## src/rtl/tracker_pkg.sv

```systemverilog
// Shared types and constants for the two-axis sun tracker.
// State encoding, direction polarities, lux snapshot layout and the signed difference helper.
package tracker_pkg;

    localparam int LUX_W = 16;

    typedef enum logic [2:0] {
        IDLE,
        EVAL,
        MOVE_AZ,
        MOVE_EL,
        SETTLE,
        FAULT
    } state_e;

    localparam logic DIR_EAST  = 1'b1;
    localparam logic DIR_WEST  = 1'b0;
    localparam logic DIR_NORTH = 1'b1;
    localparam logic DIR_SOUTH = 1'b0;

    typedef struct packed {
        logic [LUX_W-1:0] n;
        logic [LUX_W-1:0] e;
        logic [LUX_W-1:0] s;
        logic [LUX_W-1:0] w;
    } lux_snap_t;

    // Zero-extend both readings so the difference never overflows.
    function automatic logic signed [LUX_W:0] lux_diff(input logic [LUX_W-1:0] a,
                                                       input logic [LUX_W-1:0] b);
        return $signed({1'b0, a}) - $signed({1'b0, b});
    endfunction

endpackage

```

## src/rtl/sun_tracker_step_gen.sv

```systemverilog
// Step-rate divider plus burst counter, shared by both tracker axes.
// The step output is combinational so an abort suppresses a pulse in the same cycle.
module step_gen #(
    parameter int STEP_DIV   = 1000,
    parameter int STEP_BURST = 16
) (
    input  logic clk,
    input  logic rst,
    input  logic start,
    input  logic abort,
    output logic step,
    output logic done
);

    localparam int DIV_W = (STEP_DIV > 2) ? $clog2(STEP_DIV) : 1;
    localparam int CNT_W = $clog2(STEP_BURST + 1);

    localparam logic [DIV_W-1:0] DIV_LAST = DIV_W'(STEP_DIV - 1);
    localparam logic [CNT_W-1:0] CNT_LAST = CNT_W'(STEP_BURST - 1);

    logic             active_q, active_d;
    logic [DIV_W-1:0] div_q, div_d;
    logic [CNT_W-1:0] cnt_q, cnt_d;

    // NOTE: every signal driven here gets a default first, otherwise a path that skips it infers a latch.
    always_comb begin
        active_d = active_q;
        div_d    = div_q;
        cnt_d    = cnt_q;
        step     = 1'b0;
        done     = 1'b0;

        if (start) begin
            active_d = 1'b1;
            div_d    = '0;
            cnt_d    = '0;
        end else if (abort) begin
            active_d = 1'b0;
            div_d    = '0;
            cnt_d    = '0;
        end else if (active_q) begin
            if (div_q == DIV_LAST) begin
                step  = 1'b1;
                div_d = '0;
                if (cnt_q == CNT_LAST) begin
                    done     = 1'b1;
                    active_d = 1'b0;
                    cnt_d    = '0;
                end else begin
                    cnt_d = cnt_q + 1'b1;
                end
            end else begin
                div_d = div_q + 1'b1;
            end
        end
    end

    // NOTE: state registers use non-blocking assignments so every flop samples pre-edge values.
    always_ff @(posedge clk or posedge rst) begin
        if (rst) begin
            active_q <= 1'b0;
            div_q    <= '0;
            cnt_q    <= '0;
        end else begin
            active_q <= active_d;
            div_q    <= div_d;
            cnt_q    <= cnt_d;
        end
    end

endmodule

```

## src/rtl/sun_tracker.sv

```systemverilog
// Two-axis solar tracker: snapshots four lux readings, steps toward the brighter side,
// settles, and latches into FAULT when both end stops of one axis read high together.
module sun_tracker
    import tracker_pkg::*;
#(
    parameter int STEP_DIV      = 1000,
    parameter int STEP_BURST    = 16,
    parameter int THRESH        = 64,
    parameter int MIN_LUX       = 50,
    parameter int SETTLE_CYCLES = 100000
) (
    input  logic             clk,
    input  logic             rst,
    input  logic             sample_tick,
    input  logic [LUX_W-1:0] n_lux,
    input  logic [LUX_W-1:0] e_lux,
    input  logic [LUX_W-1:0] s_lux,
    input  logic [LUX_W-1:0] w_lux,
    input  logic             az_limit_e,
    input  logic             az_limit_w,
    input  logic             el_limit_n,
    input  logic             el_limit_s,
    input  logic             fault_clear,
    output logic             az_step,
    output logic             az_dir,
    output logic             el_step,
    output logic             el_dir,
    output logic             busy,
    output logic             fault
);

    localparam int SET_W = $clog2(SETTLE_CYCLES + 1);

    localparam logic signed [LUX_W:0] THRESH_S    = (LUX_W + 1)'(THRESH);
    localparam logic [LUX_W-1:0]      MIN_LUX_V   = LUX_W'(MIN_LUX);
    localparam logic [SET_W-1:0]      SETTLE_LAST = SET_W'(SETTLE_CYCLES - 1);

    state_e           state_q, state_d;
    lux_snap_t        snap_q, snap_d;
    logic             az_dir_q, az_dir_d;
    logic             el_dir_q, el_dir_d;
    logic [SET_W-1:0] settle_q, settle_d;

    logic                    fault_cond;
    logic                    dark;
    logic signed [LUX_W:0]   dew, dns;
    logic                    target_lim;
    logic                    moving;
    logic                    gen_start, gen_abort, gen_step, gen_done;

    assign fault_cond = (az_limit_e & az_limit_w) | (el_limit_n & el_limit_s);

    assign dew  = lux_diff(snap_q.e, snap_q.w);
    assign dns  = lux_diff(snap_q.n, snap_q.s);
    assign dark = (snap_q.n < MIN_LUX_V) && (snap_q.e < MIN_LUX_V) &&
                  (snap_q.s < MIN_LUX_V) && (snap_q.w < MIN_LUX_V);

    assign moving = (state_q == MOVE_AZ) || (state_q == MOVE_EL);

    always_comb begin
        target_lim = 1'b0;
        if (state_q == MOVE_AZ) begin
            target_lim = (az_dir_q == DIR_EAST) ? az_limit_e : az_limit_w;
        end else if (state_q == MOVE_EL) begin
            target_lim = (el_dir_q == DIR_NORTH) ? el_limit_n : el_limit_s;
        end
    end

    // A tripped stop or wiring fault must kill a pulse in the very cycle it is seen.
    assign gen_abort = !moving || target_lim || fault_cond;

    step_gen #(
        .STEP_DIV  (STEP_DIV),
        .STEP_BURST(STEP_BURST)
    ) u_step_gen (
        .clk  (clk),
        .rst  (rst),
        .start(gen_start),
        .abort(gen_abort),
        .step (gen_step),
        .done (gen_done)
    );

    always_comb begin
        state_d   = state_q;
        snap_d    = snap_q;
        az_dir_d  = az_dir_q;
        el_dir_d  = el_dir_q;
        settle_d  = '0;
        gen_start = 1'b0;

        if (fault_cond) begin
            state_d = FAULT;
        end else begin
            unique case (state_q)
                IDLE: begin
                    if (sample_tick) begin
                        snap_d  = '{n: n_lux, e: e_lux, s: s_lux, w: w_lux};
                        state_d = EVAL;
                    end
                end
                EVAL: begin
                    state_d = IDLE;
                    if (!dark) begin
                        if (dew > THRESH_S && !az_limit_e) begin
                            state_d   = MOVE_AZ;
                            az_dir_d  = DIR_EAST;
                            gen_start = 1'b1;
                        end else if (dew < -THRESH_S && !az_limit_w) begin
                            state_d   = MOVE_AZ;
                            az_dir_d  = DIR_WEST;
                            gen_start = 1'b1;
                        end else if (dns > THRESH_S && !el_limit_n) begin
                            state_d   = MOVE_EL;
                            el_dir_d  = DIR_NORTH;
                            gen_start = 1'b1;
                        end else if (dns < -THRESH_S && !el_limit_s) begin
                            state_d   = MOVE_EL;
                            el_dir_d  = DIR_SOUTH;
                            gen_start = 1'b1;
                        end
                    end
                end
                MOVE_AZ, MOVE_EL: begin
                    if (target_lim || gen_done) begin
                        state_d = SETTLE;
                    end
                end
                SETTLE: begin
                    if (settle_q == SETTLE_LAST) begin
                        state_d = IDLE;
                    end else begin
                        settle_d = settle_q + 1'b1;
                    end
                end
                FAULT: begin
                    // Any tick arriving with the clear is dropped: IDLE is entered without a snapshot.
                    if (fault_clear) begin
                        state_d = IDLE;
                    end
                end
                default: state_d = IDLE;
            endcase
        end
    end

    always_ff @(posedge clk or posedge rst) begin
        if (rst) begin
            state_q  <= IDLE;
            snap_q   <= '0;
            az_dir_q <= 1'b0;
            el_dir_q <= 1'b0;
            settle_q <= '0;
        end else begin
            state_q  <= state_d;
            snap_q   <= snap_d;
            az_dir_q <= az_dir_d;
            el_dir_q <= el_dir_d;
            settle_q <= settle_d;
        end
    end

    assign az_step = (state_q == MOVE_AZ) && gen_step;
    assign el_step = (state_q == MOVE_EL) && gen_step;
    assign az_dir  = az_dir_q;
    assign el_dir  = el_dir_q;
    assign busy    = (state_q != IDLE) && (state_q != FAULT);
    assign fault   = (state_q == FAULT);

endmodule
```

## config.mk

```make
export PLATFORM = sky130hd
export DESIGN_NAME = sun_tracker
export DESIGN_NICKNAME = d
export VERILOG_FILES = /design/src/rtl/tracker_pkg.sv /design/src/rtl/sun_tracker_step_gen.sv /design/src/rtl/sun_tracker.sv
export SDC_FILE = /design/constraint.sdc
export NUM_CORES = 1
export LEC_CHECK = 0
export CORE_ASPECT_RATIO = 0.9
export CORE_MARGIN = 1
export CORE_UTILIZATION = 51
export DETAILED_ROUTE_END_ITERATION = 8
export PLACE_DENSITY = 0.86
export SLEW_MARGIN = 10
export SYNTH_ARGS = -nofsm -noshare
export SYNTH_HDL_FRONTEND = slang
export SYNTH_SLANG_ARGS = --single-unit
```

## constraint.sdc

```tcl
create_clock -name clk -period 3.4 [get_ports clk]
set_input_delay 0.68 -clock clk [delete_from_list [all_inputs] [get_ports clk]]
set_output_delay 0.68 -clock clk [all_outputs]
set_load 0.02 [all_outputs]
```

; ---- After elaboration in Yosys (flattened, before gate mapping)
; Index checks and enable logic that the tools add are counted.
[word_totals]
n_memories = 0
reg_bits = 102
rom_bits = 0
wordCells = 127
latch_bits = 0
ramBits = 0
in_bits = 72
[op_classes]
mux = 52
addsub = 5
n_bitwise = 7
magnitude_cmp = 8
multipliers = 0
n_reduce_logical = 31
n_eq_ne = 13
n_shift = 0
div = 0
[op_table]
columns = cell, n
row1 = "< comparator 16 x 6 -> 1 bit, second input constant", 4
row2 = two-way mux 17 bit, 3
row3 = two-way mux 10 bit, 4
row4 = "greater-than comparator 17 x 8 -> 1 bit, second input constant", 2
row5 = "< comparator 17 x 7 -> 1 bit, second input constant", 2
row6 = subtractor 16 x 16 -> 17 bit, 2
row7 = two-way mux 1 bit, 29
row8 = two-way mux 5 bit, 5
row9 = "adder 17 x 1 -> 17 bit, second input constant", 1
row10 = "equality test 17 bit, second input constant", 1
row11 = two-way mux 3 bit, 5
row12 = case mux 3 bit (5 select lines), 1
row13 = "!= test 3 bit, second input constant", 4
row14 = "adder 10 x 1 -> 10 bit, second input constant", 1
row15 = "equality test 10 bit, second input constant", 1
row16 = logical AND 1 bit, 10
row17 = two-way mux 2 bit, 5
row18 = nonzero test 3 bit, 3
row19 = AND reduction 4 bit, 2
row20 = "equality test 3 x 2 -> 1 bit, second input constant", 2
row21 = "equality test 3 bit, second input constant", 2
row22 = AND reduction 6 bit, 1
row23 = "adder 5 x 1 -> 5 bit, second input constant", 1
row24 = "equality test 5 x 4 -> 1 bit, second input constant", 1
row25 = other kinds (12), 24

; ---- Logic depth before layout (Yosys ltp)
[logic_depth]
depth_word = 15
ltp_mapped = 12
ltp_nobuf = 12

; ---- Cells and area by module
; A second synthesis with hierarchy kept.
[unflattened]
cells_unflattened = 659
hier_area_um2 = 6456.2
[by_module_without_submodules]
columns = mod, n_inst, cells_per_inst, seq_area_each_um2, area_each_um2
row1 = sun_tracker, 1, 569, 2152.1, 5581.6
row2 = step_gen, 1, 90, 400.4, 874.6

; ---- Worst setup path after synthesis
; OpenSTA, ideal clock, no wires.
[synth_path]
path_kind = register -> register
startpoint = reg snap_q[16] (netlist name)
endpoint = reg u_step_gen.active_q
setup_slack_ps = 464
setup_time_ps = 124
arrival_ps = 2813
path_stages_with_launch = 12
n_path_buf = 0
t_required_ps = 3276
path_cell_list = dfrtp_1 -> ha_1 -> fa_1 -> nand2b_1 -> a211oi_2 -> or4_1 -> nand4_1 -> or4_4 -> nor4_2 -> or3_1 -> a41o_1 -> o21ai_1
[synth_between]
elab_chain_cells = 11
word_cells_on_any_way = 16
cone_classes = add/sub: 1 / order compare: 3 / mux: 8 / reduce/logical: 4
[synth_lines]
columns = item, line_no
row1 = from (decl), sun_tracker.sv:39  ; lux_snap_t snap_q, snap_d;
row2 = from (signal assigned), sun_tracker.sv:156  ; snap_q <= snap_d;
row3 = subtractor 16 x 16 -> 17 bit, tracker_pkg.sv:31  ; return $signed({1'b0, a}) - $signed({1'b0, b});
row4 = < comparator 17 x 7 -> 1 bit, sun_tracker.sv:117  ; end else if (dns < -THRESH_S && !el_limit_s) begin
row5 = logical AND 1 bit, sun_tracker.sv:117
row6 = two-way mux 1 bit, sun_tracker.sv:117
row7 = two-way mux 1 bit, sun_tracker.sv:113  ; end else if (dns > THRESH_S && !el_limit_n) begin
row8 = two-way mux 1 bit, sun_tracker.sv:109  ; end else if (dew < -THRESH_S && !az_limit_w) begin
row9 = two-way mux 1 bit, sun_tracker.sv:105  ; if (dew > THRESH_S && !az_limit_e) begin
row10 = two-way mux 1 bit (*), sun_tracker.sv:104  ; if (!dark) begin
row11 = two-way mux 1 bit (*), sun_tracker.sv:95  ; unique case (state_q)
row12 = two-way mux 1 bit (*), sun_tracker.sv:92  ; if (fault_cond) begin
row13 = two-way mux 1 bit (*), sun_tracker_step_gen.sv:33  ; if (start) begin
row14 = named net u_step_gen.active_d, sun_tracker_step_gen.sv:21  ; logic active_q, active_d;
row15 = to (signal assigned), sun_tracker_step_gen.sv:65  ; active_q <= active_d;
row16 = to (decl), sun_tracker_step_gen.sv:21
; Mark *: on every way through the listed nets, which the timed path passes. The rest lies on a longest branch.
; A chain may end at the register's enable or synchronous reset.

; ---- Final worst setup path
[layout_path]
startpoint = reg snap_q[48] (netlist name)
endpoint = reg u_step_gen.active_q
; Same word-level chain as after synthesis.

==> summary.txt <==
Yosys
  • Synth warnings: 0
  • Mapped cell area: 6624 um^2
  • Share of the synthesized area in the top cell type: 0.3853
  • Post-Syn Nets: 801
  • Top cells by area, synth: dfrtp_1, mux2_2, ha_1, nor2_1, xor2_1
  • Yosys cell types: 76
  • Synth Register Bits: 102
  • Synth async-reset ratio: 1.000
  • Main synth FF type: dfrtp_1
  • Sequential area share after synthesis: 0.3853
  • Yosys top cell by area: dfrtp_1
  • Cells after synthesis: 692
  • Number of synthesized flops with an enable pin: 0
  • Synthesized area per cell: 9.572 um^2

Clock network
  • Reg clk slew, reported paths: 0.07 ns
  • Latest clock arrival within the worst-skew pair: 0.35 ns
  • Num CTS Buffers: 9
  • PostCTS Resize Cnt: 0
  • Postcts setup bufs: 0
  • CTS tree: built
  • Clk buf depth: 2
  • CTS Hold Buffers Added: 0
  • Clock H-tree levels: 3
  • Root Driver: clkbuf_16
  • CTS Sinks: 102

Global routing
  • Largest net degree at the start of global routing: 57
  • Grt total ovfl: 0
  • Gr usage total: 0.2369
  • Initial antenna violation count: 0
  • First-pass GRT wire length: 24940 um
  • Vias in the first global route: 5174

Pwr
  • Sw frac: 0.4628
  • Pint: 4.559 mW
  • Gate power share: 0.628
  • LEAKAGE: 3.388 nW
  • Max IR drop VDD: 0.6044 mV
  • Switching Power: 3.927 mW
  • Sequential power share: 0.244
  • Clock network power share: 0.128
  • Power Density: 1069 nW/um^2

Outcome
  • Status: finished clean

Place
  • Hpwl dp: 11140 um
  • Place WS: 0.07761 ns
  • DP Area: 7589 um^2
  • GPL Wtd Cong: 0.9521
  • IO Port Bufs: 77

Cells and area
  • Layout fillers: 1028
  • Final core occ: 0.6255
  • Nets: 876
  • Most common cell after layout, fill and taps aside: dfrtp_1
  • Layout cells sized above 1: 0.1554
  • Final design instance area without fill: 7936 um^2
  • Area Growth Syn to Fin: 19.81%
  • Most frequent cells in the layout: dfrtp_1, clkdlybuf4s50_1, mux2_2, nor2_1, nand2_1
  • # diodes: 0

Floorplanning
  • Starting Density: 0.5221
  • Row cnt: 39
  • Die width: 122.1 um
  • DIE AREA: 13450 um^2
  • Die H: 110.1 um
  • IO Pins: 78
  • Core area: 12690 um^2

Timing
  • Worst slew pin tran: 0.5936 ns
  • Final hold vios: 0
  • Slew headroom: 0.6043
  • Pins Over Slew Limit: 0
  • # setup viols final: 0
  • Setup Skew: 0.01042 ns
  • Worst setup margin: 0.1358 ns
  • Fmax: 0.3063 GHz
  • Fin crit share: 0.9601
  • Fin Hold WS: 0.4848 ns
  • Min Tclk post-route: 3.264 ns
  • RSZ-0062 raised after global routing: no
  • Setup TNS: 0 ns

Critical path
  • Setup crit start kind: flop
  • Worst setup EP type: flop
  • FF-to-FF setup slack: 0.14 ns
  • Critical path type: reg -> reg
  • Crit path max fanout: 4
  • CP arrival: 3.51 ns
  • Critical Path RT: 3.64 ns

Drt
  • Average wire per cell in the routed design: 15.95 um
  • Via count: 5486
  • ANT nets after route: 0
  • Starting DRT DRC Count: 488
  • Final wirelength: 14930 um
  • TritonRoute pass-1 iters: 5
  • Vias per Instance: 5.861
  • Residual DRC: 0

Min path
  • HP Class: reg -> reg

Flow run
  • Max_cap viols: 0
## power by group through the flow
| stage | clock network, mW | registers [mW] | logic, mW |
|---|---|---|---|
| floorplan | 0 | 1.91 | 4.17 |
| global placement | 0 | 2.06 | 4.98 |
| detailed placement | 0 | 2.09 | 5.09 |
| CTS | 1.11 | 2.06 | 5.15 |
| global route | 1.16 | 2.13 | 5.90 |
| finish | 1.09 | 2.07 | 5.33 |
## state kept, by name, indices dropped and copies added (netlist names)
name                 flops
settle_q                17
az_dir                   1
u_step_gen.cnt_q         5
u_step_gen.active_q      1
snap_q                  64
state_q                  3
u_step_gen.div_q        10
el_dir                   1
## critical path, cell delays in order, from the launching register on
cell,delay (ns)
dfrtp_1,0.36
inv_1,0.06
ha_1,0.21
fa_1,0.41
nand2b_4,0.18
a211oi_4,0.31
or4_1,0.16
nand4_1,0.13
or4_4,0.58
nor4_4,0.32
or3_4,0.18
a41o_1,0.19
o21ai_1,0.06
## logic make-up (layout without fill, tap and decap cells)
kind of cell | count (synthesis) | in the layout | synth area share
adders and majority gates | 37 | 37 | 0.07216
buffers and inverters | 70 | 150 | 0.04288
AOI/OAI and AO/OA | 132 | 132 | 0.1434
xor gates and xnor gates | 41 | 41 | 0.05421
DFF | 102 | 102 | 0.3853
muxes | 68 | 68 | 0.1152
and+or+nand+nor | 242 | 242 | 0.1868
## metal layers
layer	vias up	track usage	routed length [um]
met2	168	0.3596	6637
met3	21	0.04527	872
met1	2649	0.3439	7161
li1	2648	-	-
met4	0	0.06707	258
met5	-	0	0
## cell type report
cell class | count | area [um^2] | share of cell area
Clock buffer | 10 | 239.0 | 0.03011
Clock inverter | 6 | 75.07 | 0.009459
Inverter | 50 | 190.2 | 0.02396
Multi-Input combinational cell | 520 | 3821 | 0.4815
Sequential cell | 102 | 2552 | 0.3216
Tap cell | 164 | 205.2 | 0.02586
Timing Repair Buffer | 84 | 853.3 | 0.1075
## path summary, 6_finish.rpt
path	to	cells after the start	from
worst max-delay path	u_step_gen.active_q	12	snap_q[48]
worst min-delay path	settle_q[0]	1	settle_q[0]
worst max register to register	u_step_gen.active_q	12	snap_q[48]
worst min register to register	settle_q[0]	1	settle_q[0]
max in group asynchronous	snap_q[24]	3	rst
min in group asynchronous	snap_q[47]	2	rst
## through the flow
| stage | total power, mW | instances |
|---|---|---|
| floorplan | 6.088 | 692 |
| global placement | 7.043 | 920 |
| detailed placement | 7.178 | 920 |
| CTS | 8.319 | 936 |
| global route | 9.191 | 936 |
| finish | 8.486 | 936 |
## synthesized netlist by cell type, types with 4 or more instances
cell and n:
a21oi_1 36, o21ai_1 7, or2_2 4, nand2b_1 12, nor3b_1 4, nand2_1 50
nor3_1 17, mux2_2 66, nand3_1 21, nand4_1 16, o2111ai_1 6, and3_1 5
a211oi_1 4, o311ai_0 4, a21o_1 7, o21a_1 5, buf_2 5, ha_1 35
or3_1 4, nor4_1 15, o21ai_0 13, dfrtp_1 102, xor2_1 25, clkbuf_1 12
nor2_1 64, o211ai_1 5, or4_1 4, and2_1 6, xnor2_1 16, inv_1 50
No activity file was read; power rests on OpenSTA's default activity.
